<file path="config.mk">
export PLATFORM = sky130hd
export DESIGN_NAME = sat_cnt_update
export DESIGN_NICKNAME = d
export VERILOG_FILES = /design/src/rtl/sat_cnt_update.sv
export SDC_FILE = /design/constraint.sdc
export NUM_CORES = 1
export LEC_CHECK = 0
export CORE_MARGIN = 1.5
export CORE_UTILIZATION = 52
export CTS_CLUSTER_DIAMETER = 100
export DETAILED_ROUTE_END_ITERATION = 16
export PLACE_DENSITY_LB_ADDON = 0.25
export SLEW_MARGIN = 40
export SYNTH_ARGS = -nofsm -noshare
export SYNTH_HDL_FRONTEND = slang
export SYNTH_SLANG_ARGS = --single-unit
export TNS_END_PERCENT = 20
</file>
<file path="constraint.sdc">
create_clock -name i_clk -period 5.2 [get_ports i_clk]
set_input_delay 1.3 -clock i_clk [delete_from_list [all_inputs] [get_ports i_clk]]
set_output_delay 1.3 -clock i_clk [all_outputs]
set_load 0.05 [all_outputs]
</file>
<file path="src/rtl/sat_cnt_update.sv">
// Consumer end of the BPU saturating-counter FIFO: pops the counter captured at
// prediction time, applies the 2-bit saturating update and writes it back to the PHT.
module sat_cnt_update #(
  parameter int         IDX_W          = 10,
  parameter int         MISS_TIMEOUT   = 4,
  parameter logic [1:0] DEF_CNT        = 2'b01,
  parameter bit         SKIP_SAT_WRITE = 1'b1,
  parameter int         STAT_W         = 16
) (
  input  logic              i_clk,
  input  logic              i_rst,
  input  logic              i_br_valid,
  input  logic              i_br_taken,
  input  logic [IDX_W-1:0]  i_br_idx,
  output logic              o_br_ready,
  input  logic [1:0]        i_fifo_rdcnt,
  input  logic              i_fifo_empty,
  output logic              o_fifo_read,
  output logic              o_pht_wr_valid,
  output logic [IDX_W-1:0]  o_pht_wr_idx,
  output logic [1:0]        o_pht_wr_cnt,
  input  logic              i_pht_wr_ready,
  output logic [STAT_W-1:0] o_upd_cnt,
  output logic [STAT_W-1:0] o_miss_cnt
);

  // The timeout counter only ever holds 0 .. MISS_TIMEOUT-1.
  localparam int TO_W = (MISS_TIMEOUT > 1) ? $clog2(MISS_TIMEOUT) : 1;
  localparam logic [TO_W-1:0] TO_LAST = TO_W'(MISS_TIMEOUT - 1);

  typedef enum logic [1:0] {IDLE, WAIT_CNT, WRITE} state_t;

  state_t              state;
  logic [IDX_W-1:0]    idx_q;
  logic                taken_q;
  logic [1:0]          cnt_q;
  logic [TO_W-1:0]     to_cnt;
  logic [STAT_W-1:0]   upd_q;
  logic [STAT_W-1:0]   miss_q;

  logic       br_hs;
  logic       pop;
  logic       timeout;
  logic       load;
  logic       taken_sel;
  logic [1:0] old_cnt;
  logic [1:0] new_cnt;
  logic       skip;

  function automatic logic [1:0] sat_update(input logic [1:0] old, input logic taken);
    if (taken) return (old == 2'b11) ? old : old + 2'b01;
    return (old == 2'b00) ? old : old - 2'b01;
  endfunction

  assign o_br_ready = (state == IDLE) & ~i_rst;

  always_comb begin
    br_hs   = i_br_valid & o_br_ready;
    pop     = 1'b0;
    timeout = 1'b0;
    if (!i_rst) begin
      case (state)
        IDLE:     pop = br_hs & ~i_fifo_empty;
        WAIT_CNT: begin
          // A head arriving in the timeout cycle wins over the default counter.
          pop     = ~i_fifo_empty;
          timeout = i_fifo_empty & (to_cnt == TO_LAST);
        end
        default:  ;
      endcase
    end
    load      = pop | timeout;
    taken_sel = (state == IDLE) ? i_br_taken : taken_q;
    old_cnt   = pop ? i_fifo_rdcnt : DEF_CNT;
    new_cnt   = sat_update(old_cnt, taken_sel);
    skip      = SKIP_SAT_WRITE && (new_cnt == old_cnt);
  end

  assign o_fifo_read    = pop;
  assign o_pht_wr_valid = (state == WRITE);
  assign o_pht_wr_idx   = idx_q;
  assign o_pht_wr_cnt   = cnt_q;
  assign o_upd_cnt      = upd_q;
  assign o_miss_cnt     = miss_q;

  always_ff @(posedge i_clk) begin
    if (i_rst) begin
      state   <= IDLE;
      idx_q   <= '0;
      taken_q <= 1'b0;
      cnt_q   <= 2'b00;
      to_cnt  <= '0;
      upd_q   <= '0;
      miss_q  <= '0;
    end else begin
      // Unchanged counters complete immediately without touching the PHT.
      if (load) begin
        cnt_q <= new_cnt;
        state <= skip ? IDLE : WRITE;
        if (skip) upd_q <= upd_q + STAT_W'(1);
      end
      if (timeout) miss_q <= miss_q + STAT_W'(1);
      case (state)
        IDLE: begin
          if (br_hs) begin
            idx_q   <= i_br_idx;
            taken_q <= i_br_taken;
            if (i_fifo_empty) begin
              to_cnt <= '0;
              state  <= WAIT_CNT;
            end
          end
        end
        WAIT_CNT: begin
          if (i_fifo_empty && !timeout) to_cnt <= to_cnt + TO_W'(1);
        end
        WRITE: begin
          if (i_pht_wr_ready) begin
            upd_q <= upd_q + STAT_W'(1);
            state <= IDLE;
          end
        end
        default: state <= IDLE;
      endcase
    end
  end

endmodule

</file>
==> run summary <==
GR Util met1 - 27.0%
Layout area overhead - 30.1%
GR met2 Demand/Resource - 34.8%
global-route wire length before repair - 8660 um
router iterations before antenna repair - 6
Worst path max stage delay - 810 ps
gr ovfl total - 0
Async SR Flop Fraction - 0%
setup TNS - 0 ps
total track usage - 21.0%
RePlAce Congestion - 0.764
Synthesis Warnings - 0
Top Usage Layer GRT - met2
Seq/Total Area, Yosys - 40.2%
CP Data Required Time - 3900 ps
most frequent cell on the critical path - clkdlybuf4s50_1
clk_lat worst skew - 300 ps
clk slew on worst S/H paths - 90 ps
Setup Viol. Count Final - 0
met3 Use GR - 5.06%
CTS tree - built
htree depth - 2
setup ws final - 822 ps
full die area - 0.00511 mm2
Crit path arrival time - 3080 ps
Slew HR - 51.6%
post-route ant nets - 0
synthesized area - 0.00244 mm2
Post-synth EDFFs - 0
Hold Vio Cnt, Final - 0
Tightest Pin Transition - 724 ps
CP Max Fanout - 7
Max IR drop VDD - 164 uV
Syn Inst Count - 288
height of the die - 71.5 um
# DRC - 0
Post-CTS Resized - 0
CP top delay family - buffers and inverters
Final Critical Period - 4380 ps
Layout Nets - 365
fmax - 0.228 GHz
category of the worst setup path launch point - input pin
final wirelength - 5090 um
ratio of cells with drive above 1 in the final layout - 7.54%
row cnt - 24
via count - 2181
Crit Path Category - input pin to output pin
Antenna Diode Count - 0
Bufs on Longest Clock Path - 2
vias in the first global route - 1993
port bufs - 64
placed inst area - 0.00308 mm2
Sequential Area - 981 um2
IO Count - 65
Setup WS pre-CTS - 814 ps
vias per std cell - 5.49
setup repair bufs after CTS - 0
wire per inst - 12.8 um
Layout fillers - 358
Yosys cell types - 43
Worst Setup End Kind - output pin
P per Cell Area - 227 mW/mm2
outcome - finished, final reports clean
Clock Sinks - 49
initial antenna violation count - 0
max_cap viols - 0
area of the multi-input gates - 0.00137 mm2
Seq cells post-synth - 49
cts hold-fix bufs - 0
Avg Cell Area, Syn - 8.47 um2
initial DRC count - 109
max-slew violations - 0
Setup Skew - 3.76 ps
unrepaired setup endpoints after global routing - no
most frequent cells in the layout - clkdlybuf4s50_1, dfxtp_1, nor2_1
prevailing post-synth register cell - dfxtp_1
period utilization - 84.2%
commonest non-fill, non-tap cell in the layout - clkdlybuf4s50_1
crit-path cells - clkdlybuf4s50_1 -> nor4_4 -> buf_4 -> clkdlybuf4s50_1
Synth area leaders - dfxtp_1, nor2_1, o21ai_0
WP buf/inv - 3
Starting Density - 54.9%
share of the synthesized area in the top cell type - 40.2%
core area - 0.00444 mm2
Yosys top cell by area - dfxtp_1
Crit-path slowest cell - clkdlybuf4s50_1
Pleak - 1.16 nW
Post-DP HPWL - 3510 um
Worst Hold Class - flop to flop
TritonCTS Buffers - 5
post-synthesis net count - 309
clk root buf - clkbuf_8
largest net degree at the start of global routing - 39
Chip Width - 71.5 um
cell area after layout - 0.00317 mm2
[area by class of cell]
cell class / instances / area share, %
repair buffers: 66 / 20.5
well taps: 52 / 2.05
multi-input cells: 216 / 43.0
inverters: 6 / 0.710
clock inverters: 3 / 0.670
clock buffers: 5 / 2.17
flip-flops and latches: 49 / 30.9
[stage by stage]
stage / total power [mW] / hold WS [ps] / std cells / util (%)
3_5_place_dp: 0.500 / 463 / 389 / 69.4
3_3_place_gp: 0.498 / 448 / 389 / 69.3
4_1_cts: 0.730 / 476 / 397 / 71.4
5_1_grt: 0.749 / 494 / 397 / 71.4
6_report: 0.720 / 476 / 397 / 71.4
2_1_floorplan: 0.463 / 448 / 288 / -
[sequential cells by signal, indices dropped and copies added (netlist names)]
name / flops
to_cnt: 2
o_miss_cnt: 16
o_pht_wr_idx: 10
state: 2
taken_q: 1
o_pht_wr_cnt: 2
o_upd_cnt: 16
[final timing paths]
check / start / endpoint / cells past startpoint / slack, ps
max: i_fifo_empty / o_fifo_read / 4 / 820
min: o_pht_wr_cnt[0] / o_pht_wr_cnt[0] / 2 / 480
max reg2reg: state[1] / o_upd_cnt[11] / 5 / 3050
min reg2reg: o_pht_wr_cnt[0] / o_pht_wr_cnt[0] / 2 / 480
[worst register-to-register path, delay by kind of cell (launching register included)]
kind             cells  cell delay, ps
AO/OA/AOI/OAI        2             640
flip-flops           1             450
multiplexers         1             330
AND/OR/NAND/NOR      2             630
[power breakdown]
part           internal, mW  switching, mW
clock                0.0956          0.133
sequential            0.384        0.00668
combinational        0.0402         0.0611
total                 0.520          0.200
[layer usage]
layer  wire, um  share of wire [%]  vias up
met3        202                4.0        5
met1       2430                 48     1027
met2       2410                 47       42
li1           -                  -     1107
met5          0                  0        -
met4         47               0.92        0
[synth_stat cells, types with 4 or more instances]
library cell,n
nand2_1,23
nor2_1,35
mux2_2,7
clkbuf_1,11
nor2b_1,15
mux2_1,8
xnor2_1,4
xor2_1,8
inv_1,6
and3_1,8
nand2b_1,15
o21ai_0,19
a21oi_1,17
dfxtp_1,49
nand4_1,11
nor3_1,5
nand3_1,8
[logic make-up (layout without fill, tap and decap cells)]
| group | count (synthesis) | after routing | share of synthesized area (%) |
|---|---|---|---|
| flip-flops | 49 | 49 | 40.2 |
| AND/OR/NAND/NOR | 137 | 137 | 30.9 |
| AO/OA/AOI/OAI | 45 | 45 | 10.2 |
| multiplexers | 17 | 17 | 7.74 |
| XOR/XNOR | 12 | 12 | 4.31 |
| buffers and inverters | 23 | 80 | 4.31 |
| adder cells (fa/ha/maj) | 5 | 5 | 2.36 |
Power figures use the tool's default switching activity.
